===== src/rtl/fc_argmax_pkg.sv =====
// Shared types and constants for the fc_argmax classification head.
package fc_argmax_pkg;

    localparam int LOGIT_W = 8;

    // One below the int8 range, so the first compared logit always claims the runner-up slot.
    localparam logic signed [LOGIT_W:0] SECOND_SENTINEL = -9'sd129;

    typedef enum logic [1:0] {
        ST_IDLE = 2'd0,
        ST_SCAN = 2'd1,
        ST_HOLD = 2'd2
    } state_t;

endpackage


===== src/rtl/fc_argmax_tracker.sv =====
// Running best (and optional runner-up, ARGMAX_TOP2_EN) tracker; exposes the post-update values.
module argmax_tracker
    import fc_argmax_pkg::*;
#(
    parameter int CLASS_W = 6
) (
    input  logic                      clk,
    input  logic                      rst,
    input  logic                      load,
    input  logic                      step,
    input  logic signed [LOGIT_W-1:0] load_val,
    input  logic signed [LOGIT_W-1:0] cand_val,
    input  logic [CLASS_W-1:0]        cand_idx,
    output logic signed [LOGIT_W-1:0] nxt_best_val,
    output logic [CLASS_W-1:0]        nxt_best_idx
`ifdef ARGMAX_TOP2_EN
    ,
    output logic signed [LOGIT_W-1:0] nxt_second_val,
    output logic [CLASS_W-1:0]        nxt_second_idx
`endif
);

    logic signed [LOGIT_W-1:0] best_val_q, best_val_d;
    logic [CLASS_W-1:0]        best_idx_q, best_idx_d;

`ifdef ARGMAX_TOP2_EN
    logic signed [LOGIT_W:0]   second_val_q, second_val_d;
    logic [CLASS_W-1:0]        second_idx_q, second_idx_d;
    logic signed [LOGIT_W:0]   cand_ext_s;

    assign cand_ext_s = $signed({cand_val[LOGIT_W-1], cand_val});
`endif

    // Strict greater-than keeps the lower index on ties because channels arrive in ascending order.
    always_comb begin
        best_val_d = best_val_q;
        best_idx_d = best_idx_q;
`ifdef ARGMAX_TOP2_EN
        second_val_d = second_val_q;
        second_idx_d = second_idx_q;
`endif
        if (load) begin
            best_val_d = load_val;
            best_idx_d = '0;
`ifdef ARGMAX_TOP2_EN
            second_val_d = SECOND_SENTINEL;
            second_idx_d = '0;
`endif
        end else if (step) begin
            if (cand_val > best_val_q) begin
`ifdef ARGMAX_TOP2_EN
                second_val_d = $signed({best_val_q[LOGIT_W-1], best_val_q});
                second_idx_d = best_idx_q;
`endif
                best_val_d = cand_val;
                best_idx_d = cand_idx;
            end
`ifdef ARGMAX_TOP2_EN
            else if (cand_ext_s > second_val_q) begin
                second_val_d = cand_ext_s;
                second_idx_d = cand_idx;
            end else begin
                second_val_d = second_val_q;
            end
`else
            else begin
                best_val_d = best_val_q;
            end
`endif
        end else begin
            best_val_d = best_val_q;
        end
    end

    // Tracker state registers.
    always_ff @(posedge clk or posedge rst) begin
        if (rst) begin
            best_val_q <= '0;
            best_idx_q <= '0;
`ifdef ARGMAX_TOP2_EN
            second_val_q <= '0;
            second_idx_q <= '0;
`endif
        end else begin
            best_val_q <= best_val_d;
            best_idx_q <= best_idx_d;
`ifdef ARGMAX_TOP2_EN
            second_val_q <= second_val_d;
            second_idx_q <= second_idx_d;
`endif
        end
    end

    assign nxt_best_val = best_val_d;
    assign nxt_best_idx = best_idx_d;
`ifdef ARGMAX_TOP2_EN
    assign nxt_second_val = second_val_d[LOGIT_W-1:0];
    assign nxt_second_idx = second_idx_d;
`endif

endmodule


===== src/rtl/fc_argmax.sv =====
// Serial argmax over the fc logit vector with valid/ready result hold and sticky drop flag.
// Optional runner-up outputs are enabled by defining ARGMAX_TOP2_EN.
module fc_argmax
    import fc_argmax_pkg::*;
#(
    parameter int NUM_CLASS = 43,
    parameter int CLASS_W   = $clog2(NUM_CLASS)
) (
    input  logic                          clk,
    input  logic                          rst,
    input  logic [LOGIT_W*NUM_CLASS-1:0]  i_data,
    input  logic                          i_valid,
    output logic [CLASS_W-1:0]            o_class,
    output logic signed [LOGIT_W-1:0]     o_score,
    output logic                          o_valid,
    input  logic                          i_ready,
    output logic                          busy,
    output logic                          overflow,
    input  logic                          clr_overflow
`ifdef ARGMAX_TOP2_EN
    ,
    output logic [CLASS_W-1:0]            o_class2,
    output logic signed [LOGIT_W-1:0]     o_score2
`endif
);

    localparam logic [CLASS_W-1:0] LAST_IDX = CLASS_W'(NUM_CLASS - 1);
    localparam logic [CLASS_W-1:0] IDX_ONE  = CLASS_W'(1);

    state_t                         state_q, state_d;
    logic [LOGIT_W*NUM_CLASS-1:0]   vec_q, vec_d;
    logic [CLASS_W-1:0]             idx_q, idx_d;
    logic [CLASS_W-1:0]             o_class_q, o_class_d;
    logic signed [LOGIT_W-1:0]      o_score_q, o_score_d;
    logic                           o_valid_q, o_valid_d;
    logic                           busy_q, busy_d;
    logic                           overflow_q, overflow_d;
    logic                           load_s, step_s, drop_s;
    logic signed [LOGIT_W-1:0]      cand_val_s, nxt_val_s;
    logic [CLASS_W-1:0]             nxt_idx_s;
`ifdef ARGMAX_TOP2_EN
    logic [CLASS_W-1:0]             o_class2_q, o_class2_d;
    logic signed [LOGIT_W-1:0]      o_score2_q, o_score2_d;
    logic signed [LOGIT_W-1:0]      nxt_val2_s;
    logic [CLASS_W-1:0]             nxt_idx2_s;
`endif

    assign cand_val_s = vec_q[int'(idx_q)*LOGIT_W +: LOGIT_W];
    assign drop_s     = i_valid && ((state_q == ST_SCAN) || ((state_q == ST_HOLD) && !i_ready));

    argmax_tracker #(.CLASS_W(CLASS_W)) u_tracker (
        .clk          (clk),
        .rst          (rst),
        .load         (load_s),
        .step         (step_s),
        .load_val     (i_data[LOGIT_W-1:0]),
        .cand_val     (cand_val_s),
        .cand_idx     (idx_q),
        .nxt_best_val (nxt_val_s),
        .nxt_best_idx (nxt_idx_s)
`ifdef ARGMAX_TOP2_EN
        ,
        .nxt_second_val (nxt_val2_s),
        .nxt_second_idx (nxt_idx2_s)
`endif
    );

    // Next-state, capture and result-latch logic; results update only on the edge entering HOLD.
    always_comb begin
        state_d   = state_q;
        vec_d     = vec_q;
        idx_d     = idx_q;
        o_class_d = o_class_q;
        o_score_d = o_score_q;
        load_s    = 1'b0;
        step_s    = 1'b0;
`ifdef ARGMAX_TOP2_EN
        o_class2_d = o_class2_q;
        o_score2_d = o_score2_q;
`endif
        case (state_q)
            ST_IDLE: begin
                if (i_valid) begin
                    vec_d   = i_data;
                    load_s  = 1'b1;
                    idx_d   = IDX_ONE;
                    state_d = ST_SCAN;
                end else begin
                    state_d = ST_IDLE;
                end
            end
            ST_SCAN: begin
                step_s = 1'b1;
                if (idx_q == LAST_IDX) begin
                    state_d   = ST_HOLD;
                    o_class_d = nxt_idx_s;
                    o_score_d = nxt_val_s;
`ifdef ARGMAX_TOP2_EN
                    o_class2_d = nxt_idx2_s;
                    o_score2_d = nxt_val2_s;
`endif
                end else begin
                    idx_d = idx_q + IDX_ONE;
                end
            end
            ST_HOLD: begin
                if (i_ready && i_valid) begin
                    vec_d   = i_data;
                    load_s  = 1'b1;
                    idx_d   = IDX_ONE;
                    state_d = ST_SCAN;
                end else if (i_ready) begin
                    state_d = ST_IDLE;
                end else begin
                    state_d = ST_HOLD;
                end
            end
            default: begin
                state_d = ST_IDLE;
            end
        endcase

        o_valid_d = (state_d == ST_HOLD);
        busy_d    = (state_d != ST_IDLE);

        if (drop_s) begin
            overflow_d = 1'b1;
        end else if (clr_overflow) begin
            overflow_d = 1'b0;
        end else begin
            overflow_d = overflow_q;
        end
    end

    // Control, vector and result registers.
    always_ff @(posedge clk or posedge rst) begin
        if (rst) begin
            state_q    <= ST_IDLE;
            vec_q      <= '0;
            idx_q      <= '0;
            o_class_q  <= '0;
            o_score_q  <= '0;
            o_valid_q  <= 1'b0;
            busy_q     <= 1'b0;
            overflow_q <= 1'b0;
`ifdef ARGMAX_TOP2_EN
            o_class2_q <= '0;
            o_score2_q <= '0;
`endif
        end else begin
            state_q    <= state_d;
            vec_q      <= vec_d;
            idx_q      <= idx_d;
            o_class_q  <= o_class_d;
            o_score_q  <= o_score_d;
            o_valid_q  <= o_valid_d;
            busy_q     <= busy_d;
            overflow_q <= overflow_d;
`ifdef ARGMAX_TOP2_EN
            o_class2_q <= o_class2_d;
            o_score2_q <= o_score2_d;
`endif
        end
    end

    assign o_class  = o_class_q;
    assign o_score  = o_score_q;
    assign o_valid  = o_valid_q;
    assign busy     = busy_q;
    assign overflow = overflow_q;
`ifdef ARGMAX_TOP2_EN
    assign o_class2 = o_class2_q;
    assign o_score2 = o_score2_q;
`endif

endmodule

===== config.mk =====
export PLATFORM = sky130hd
export DESIGN_NAME = fc_argmax
export DESIGN_NICKNAME = d
export VERILOG_FILES = /design/src/rtl/fc_argmax_pkg.sv /design/src/rtl/fc_argmax_tracker.sv /design/src/rtl/fc_argmax.sv
export SDC_FILE = /design/constraint.sdc
export NUM_CORES = 1
export LEC_CHECK = 0
export CORE_MARGIN = 2
export CORE_UTILIZATION = 47
export CTS_CLUSTER_DIAMETER = 120
export DETAILED_ROUTE_END_ITERATION = 8
export GPL_TIMING_DRIVEN = 0
export PLACE_DENSITY = 0.83
export SYNTH_ARGS = -nofsm -noshare
export SYNTH_HDL_FRONTEND = slang
export SYNTH_SLANG_ARGS = --single-unit

===== constraint.sdc =====
create_clock -name clk -period 13.1 [get_ports clk]
set_clock_uncertainty 0.05 [all_clocks]
set_input_delay 1.965 -clock clk [delete_from_list [all_inputs] [get_ports clk]]
set_output_delay 1.965 -clock clk [all_outputs]
set_load 0.005 [all_outputs]

==> run metrics, run 1 <==
CP Max Fanout=10; CTS tree=built; fraction of registers with async set/reset=1.00; Ys Warns=0; maximum number of pins on one net before global-route repair=139; number of port buffers=365; CTS max path bufs=3; final wirelength=61.3 mm; Max-Slew Margin vs Limit=0.337; Seq cells post-synth=383; ys flop type=dfrtp_1; share of cells above drive strength 1=0.0463; Slew Limit Fails=0; arrival time at the worst endpoint=5.58 ns; RSZ-0062 raised after global routing=no; Power Density=254 nW/um^2; number of global-route vias before repair=16500; Site Rows=71; area grow syn2layout=32.7%; starting density of the core=0.477; Mapped Nets=2420; critical path class=flip-flop to flip-flop; final core occ=0.633; drt pass-1 iters=7; Hold Path Class=flip-flop to flip-flop; average size of a mapped cell=8.71 sq um; Die Area=39800 sq um; cell count after synthesis=2061; EDFF count, synth=0; outcome=finished clean; gr ovfl total=0; CTS Buf Count=43; GRT Total Usage=0.308; Final Hold Viols=0; worst skew pair latency=0.54 ns; layout net count=2832; Gates resized, CTS repair=0; final antenna-violating net count=0; Crit. End Element=flip-flop; peak supply drop=0.128 mV; Final Hold Slack=0.418 ns; most common cell after layout, fill and taps aside=nand2_1; CTS Hold Bufs=0; Mapped Area=18000 sq um; commonest non-fill, non-tap cells in the layout=nand2_1, dfrtp_1, clkdlybuf4s50_1; initial antenna violation count=3; period utilization=0.396; worst slew pin tran=0.995 ns; total core area=37700 sq um; first-pass GRT wire length=92.1 mm; DR WL/cell=20.3 um; Max-cap violations=0; total power=6.05 mW; Vias=16500; Reg clk slew, reported paths=0.06 ns; Leak=11.8 nW; Yosys cell types=43; CTS Root Cell=clkbuf_16; Peak Freq=0.193 GHz; post-CTS setup buffers=0; CP required=13.50 ns; critical path startpoint category=flip-flop; DR vias/cell=5.46; post-synthesis sequential area ratio=0.534; final RePlAce weighted congestion=0.924; DIE WIDTH=199 um; Clock Sinks=383; Chip Height=199 um; # IOs=366; post-DP HPWL=45.7 mm; 1st-iter DRT viols=1399; # setup viols final=0; Tmin final=5.19 ns; DRC Markers=0; CTS H-tree depth=2
==> metal layers <==
layer	part of all wire	global-route usage
met5	0	0
met4	0.046	0.140
met3	0.084	0.0488
met2	0.47	0.512
met1	0.39	0.398
==> state kept, by name, indices dropped and copies added, names as in the netlist <==
register / flops
vec_q: 344
o_score: 8
u_tracker.best_val_q: 8
idx_q: 6
o_class: 6
u_tracker.best_idx_q: 6
state_q: 2
busy: 1
o_valid: 1
overflow: 1
==> cell families (layout without fill, tap and decap cells) <==
family                   Yosys count  count (layout)  synth area share
other                              0               3                 0
adder cells (fa/ha/maj)           10              10           0.00697
multiplexers                     157             157             0.100
XOR/XNOR                           4               4           0.00195
AND/OR/NAND/NOR                 1187            1187             0.259
flip-flops                       383             383             0.534
AO/OA/AOI/OAI                    176             176            0.0627
buffers and inverters            144             587            0.0357
==> worst paths after layout <==
| path | startpoint | end | slack [ns] | cells after the start |
|---|---|---|---|---|
| max in group asynchronous | rst | vec_q[126]$_DFFE_PP0P_ | 9.77 | 3 |
| setup / recovery | idx_q[2]$_DFFE_PP0P_ | o_score[5]$_DFFE_PP0P_ | 7.91 | 15 |
| setup reg to reg | idx_q[2]$_DFFE_PP0P_ | o_score[5]$_DFFE_PP0P_ | 7.91 | 15 |
| hold reg to reg | vec_q[328]$_DFFE_PP0P_ | vec_q[328]$_DFFE_PP0P_ | 0.42 | 2 |
| min in group asynchronous | rst | vec_q[31]$_DFFE_PP0P_ | 2.04 | 2 |
| hold / removal | vec_q[328]$_DFFE_PP0P_ | vec_q[328]$_DFFE_PP0P_ | 0.42 | 2 |
==> cell usage after synthesis (2+ instances only) <==
cell          n  area (sq um)
nand2_1    1071          4020
dfrtp_1     383          9580
mux2i_1     141          1410
clkbuf_1     89           334
a21oi_1      59           295
a22oi_1      58           435
nor2_1       39           146
o21ai_0      20           100
buf_2        18          90.1
and2_1       17           106
nor2b_1      17           106
a31oi_1      16           100
buf_1        13          48.8
inv_1        12          45.0
nand4_1      11          68.8
ha_1         10           125
buf_4         8          60.1
mux4_1        8           210
mux4_2        8           180
o2111ai_1     8          70.1
o21ai_1       8          40.0
or3_1         8          50.1
nor3_1        7          35.0
nand2b_1      4          25.0
xor2_1        4          35.0
and3_1        3          18.8
nand3_1       3          15.0
buf_12        2          40.0
buf_6         2          22.5
==> cell type report <==
| cell class | count | area, sq um |
|---|---|---|
| clock inverter | 20 | 285 |
| fill | 3092 | 13800 |
| buffer | 132 | 596 |
| timing repair buffer | 367 | 3710 |
| tap | 511 | 639 |
| clock buffer | 56 | 1230 |
| antenna | 3 | 7.51 |
| sequential | 383 | 9580 |
| multi-input combinational | 1534 | 7730 |
| inverter | 12 | 52.6 |
==> metrics by stage <==
step           setup WS, ns  setup TNS (ns)  std cells  area (sq um)
2_1_floorplan         0.443               0       2061         18000
3_3_place_gp          -3.49        -1320.77       2937         22300
3_5_place_dp           8.03               0       2939         22300
4_1_cts                8.01               0       3015         23800
5_1_grt                7.73               0       3018         23800
6_report               7.91               0       3018         23800
==> worst max-delay path: stages, from the launching register on <==
cell       delay [ns]
dfrtp_1          0.41
buf_1            0.61
buf_1            0.63
mux4_2           0.41
or3_1            0.46
o2111ai_1        0.20
and2_1           0.18
ha_1             0.24
nand4_1          0.13
o22ai_1          0.15
a2111oi_4        0.64
or2_1            0.18
buf_2            0.20
buf_2            0.26
a31oi_1          0.16
o21ai_1          0.18
==> power breakdown <==
group / switching, mW / internal [mW] / total, mW
registers: 0.334 / 1.75 / 2.08
clock network: 0.492 / 0.796 / 1.29
logic: 1.61 / 1.07 / 2.68
(Power assumes the default switching activity.)
==> run 2: changes to the inputs <==
- CORE_UTILIZATION: 47 -> 52
- PLACE_DENSITY: 0.83 -> 0.87
- clock period: 13.1 -> 4.8 ns (I/O delays scaled with it)
==> run 2 against run 1 <==
Effect of this change: first-iteration DRC count rose by 14%; critical path depth rose by 1; largest power group unchanged; highest routed layer unchanged; largest cell class unchanged; register-to-register slack got worse by 7.7 ns.
==> run metrics, run 2 (synthesis gave the netlist of run 1 again) <==
DR WL/cell=20.0 um (-1.6%); total power=16.2 mW (+170%); peak supply drop=0.317 mV (+150%); Slew Limit Fails=0 (unchanged); CTS Root Cell=clkbuf_16; Final Hold Viols=0 (unchanged); area grow syn2layout=32.2%; Power Density=682 nW/um^2 (+170%); CP max stage delay=0.52 ns (-0.12 ns); period utilization=0.961 (+0.565); CP max stage cell=buf_1; delay-heaviest family, CP=compound AO/OA/AOI/OAI gates; initial antenna violation count=2 (-1); Peak Freq=0.217 GHz (+12%); Reg clk slew, reported paths=0.06 ns (about the same); Tmin final=4.61 ns (-0.574 ns); Final Hold Slack=0.419 ns (+0.000564 ns); number of port buffers=365 (unchanged); Max-Slew Margin vs Limit=0.348 (+0.0111); layout net count=2837 (+0.18%); Max-cap violations=0 (unchanged); outcome=finished clean; GRT Total Usage=0.333 (+0.0253); Vias=16500 (+0.17%); Top reg by flops=vec_q; share of cells above drive strength 1=0.0479 (+0.00154); # IOs=366 (unchanged); # setup viols final=0 (unchanged); CTS H-tree depth=2 (unchanged); most common cell after layout, fill and taps aside=nand2_1; final RePlAce weighted congestion=0.924 (about the same); number of global-route vias before repair=16900 (+2.6%); max FFs per register=344 (unchanged); Buf/Inv on CP=4 (unchanged); CTS max path bufs=3 (unchanged); pre-CTS setup slack=-0.219 ns (-8.25 ns); DIE WIDTH=190 um (-4.8%); RSZ-0062 raised after global routing=yes; Site Rows=68 (-4.2%); DR vias/cell=5.57 (+2.0%); CTS Hold Bufs=0 (unchanged); CTS tree=built; DRC Markers=0 (unchanged); gr ovfl total=0 (unchanged); arrival time at the worst endpoint=4.96 ns (-0.62 ns); Chip Height=190 um (-4.8%); final antenna-violating net count=0 (unchanged); final wirelength=59.3 mm (-3.3%); Die Area=36000 sq um (-9.4%); worst slew pin tran=0.978 ns (-0.0167 ns); critical path startpoint category=flip-flop; post-DP HPWL=45.1 mm (-1.4%); Crit. End Element=flip-flop; final core occ=0.692 (+0.0595); CP Max Fanout=10 (unchanged); starting density of the core=0.524 (+0.0470); CTS Buf Count=40 (-7.0%); 1st-iter DRT viols=1591 (+14%); commonest non-fill, non-tap cells in the layout=nand2_1, dfrtp_1, clkdlybuf4s50_1; worst skew pair latency=0.54 ns (about the same); setup TNS=0 ns (unchanged); maximum number of pins on one net before global-route repair=47 (-66%); CP required=5.15 ns (-8.35 ns); critical path class=flip-flop to flip-flop; drt pass-1 iters=5 (-2); total core area=34300 sq um (-9.0%); setup ws final=0.188 ns (-7.73 ns); CP Cell Sequence=buf_1 -> and2_1 -> clkbuf_1 -> a22oi_1 -> a31oi_1 -> o2111ai_1 -> and2_1 -> ha_1 -> nand4_1 -> o2111ai_1 -> a31oi_4 -> or2_1 -> buf_2 -> buf_2 -> a31oi_1 -> a21oi_1; Leak=11.8 nW (about the same); Hold Path Class=flip-flop to flip-flop; first-pass GRT wire length=91.9 mm (-0.32%); Clock Sinks=383 (unchanged)
## run 2: cell type report
cell class,count,area [sq um]
tap,455,569
buffer,132,607
multi-input combinational,1534,7750
antenna,2,5.00
clock inverter,17,199
fill,2574,10600
inverter,12,48.8
sequential,383,9580
timing repair buffer,375,3840
clock buffer,54,1130
## run 2: final timing paths
check | startpoint | to | slack [ns] | cells past startpoint
setup / recovery | idx_q[2]$_DFFE_PP0P_ | u_tracker.best_val_q[2]$_DFF_PP0_ | 0.19 | 16
hold / removal | vec_q[331]$_DFFE_PP0P_ | vec_q[331]$_DFFE_PP0P_ | 0.42 | 2
setup reg to reg | idx_q[2]$_DFFE_PP0P_ | u_tracker.best_val_q[2]$_DFF_PP0_ | 0.19 | 16
hold reg to reg | vec_q[331]$_DFFE_PP0P_ | vec_q[331]$_DFFE_PP0P_ | 0.42 | 2
max in group asynchronous | rst | vec_q[121]$_DFFE_PP0P_ | 2.85 | 6
min in group asynchronous | rst | vec_q[3]$_DFFE_PP0P_ | 0.48 | 2
## run 2: stage by stage
step / cell area (sq um) / std cells
after global placement: 22200 / 2881
after floorplan: 18000 / 2061
after CTS: 23700 / 2962
after global routing: 23700 / 2964
after detailed placement: 22400 / 2890
final: 23700 / 2964
## run 2: where the power goes
| group | total [mW] | internal, mW | switching [mW] |
|---|---|---|---|
| Combinational | 7.33 | 2.97 | 4.35 |
| Clock | 3.17 | 1.88 | 1.29 |
| Sequential | 5.70 | 4.77 | 0.924 |
| Total | 16.2 | 9.62 | 6.56 |
## run 2: metal layers
| metal | track usage | vias up | share of wire |
|---|---|---|---|
| li1 | - | 7507 | - |
| met1 | 0.421 | 7911 | 0.38 |
| met2 | 0.556 | 930 | 0.47 |
| met3 | 0.0694 | 167 | 0.097 |
| met4 | 0.146 | 0 | 0.049 |
| met5 | 0 | - | 0 |
## run 2: worst min-delay path: stages, from the launching register on
cell and delay, ns:
dfrtp_1 0.34, nand2_1 0.05, nand2_1 0.05
## run 2: repair_timing
action | CTS | global route
setup buffers | 1 | 0
pin swaps | 1 | 1
endpoints found under the setup margin | 27 | 25
hold endpoints to repair | 0 | 0
gates resized for setup | 1 | 7
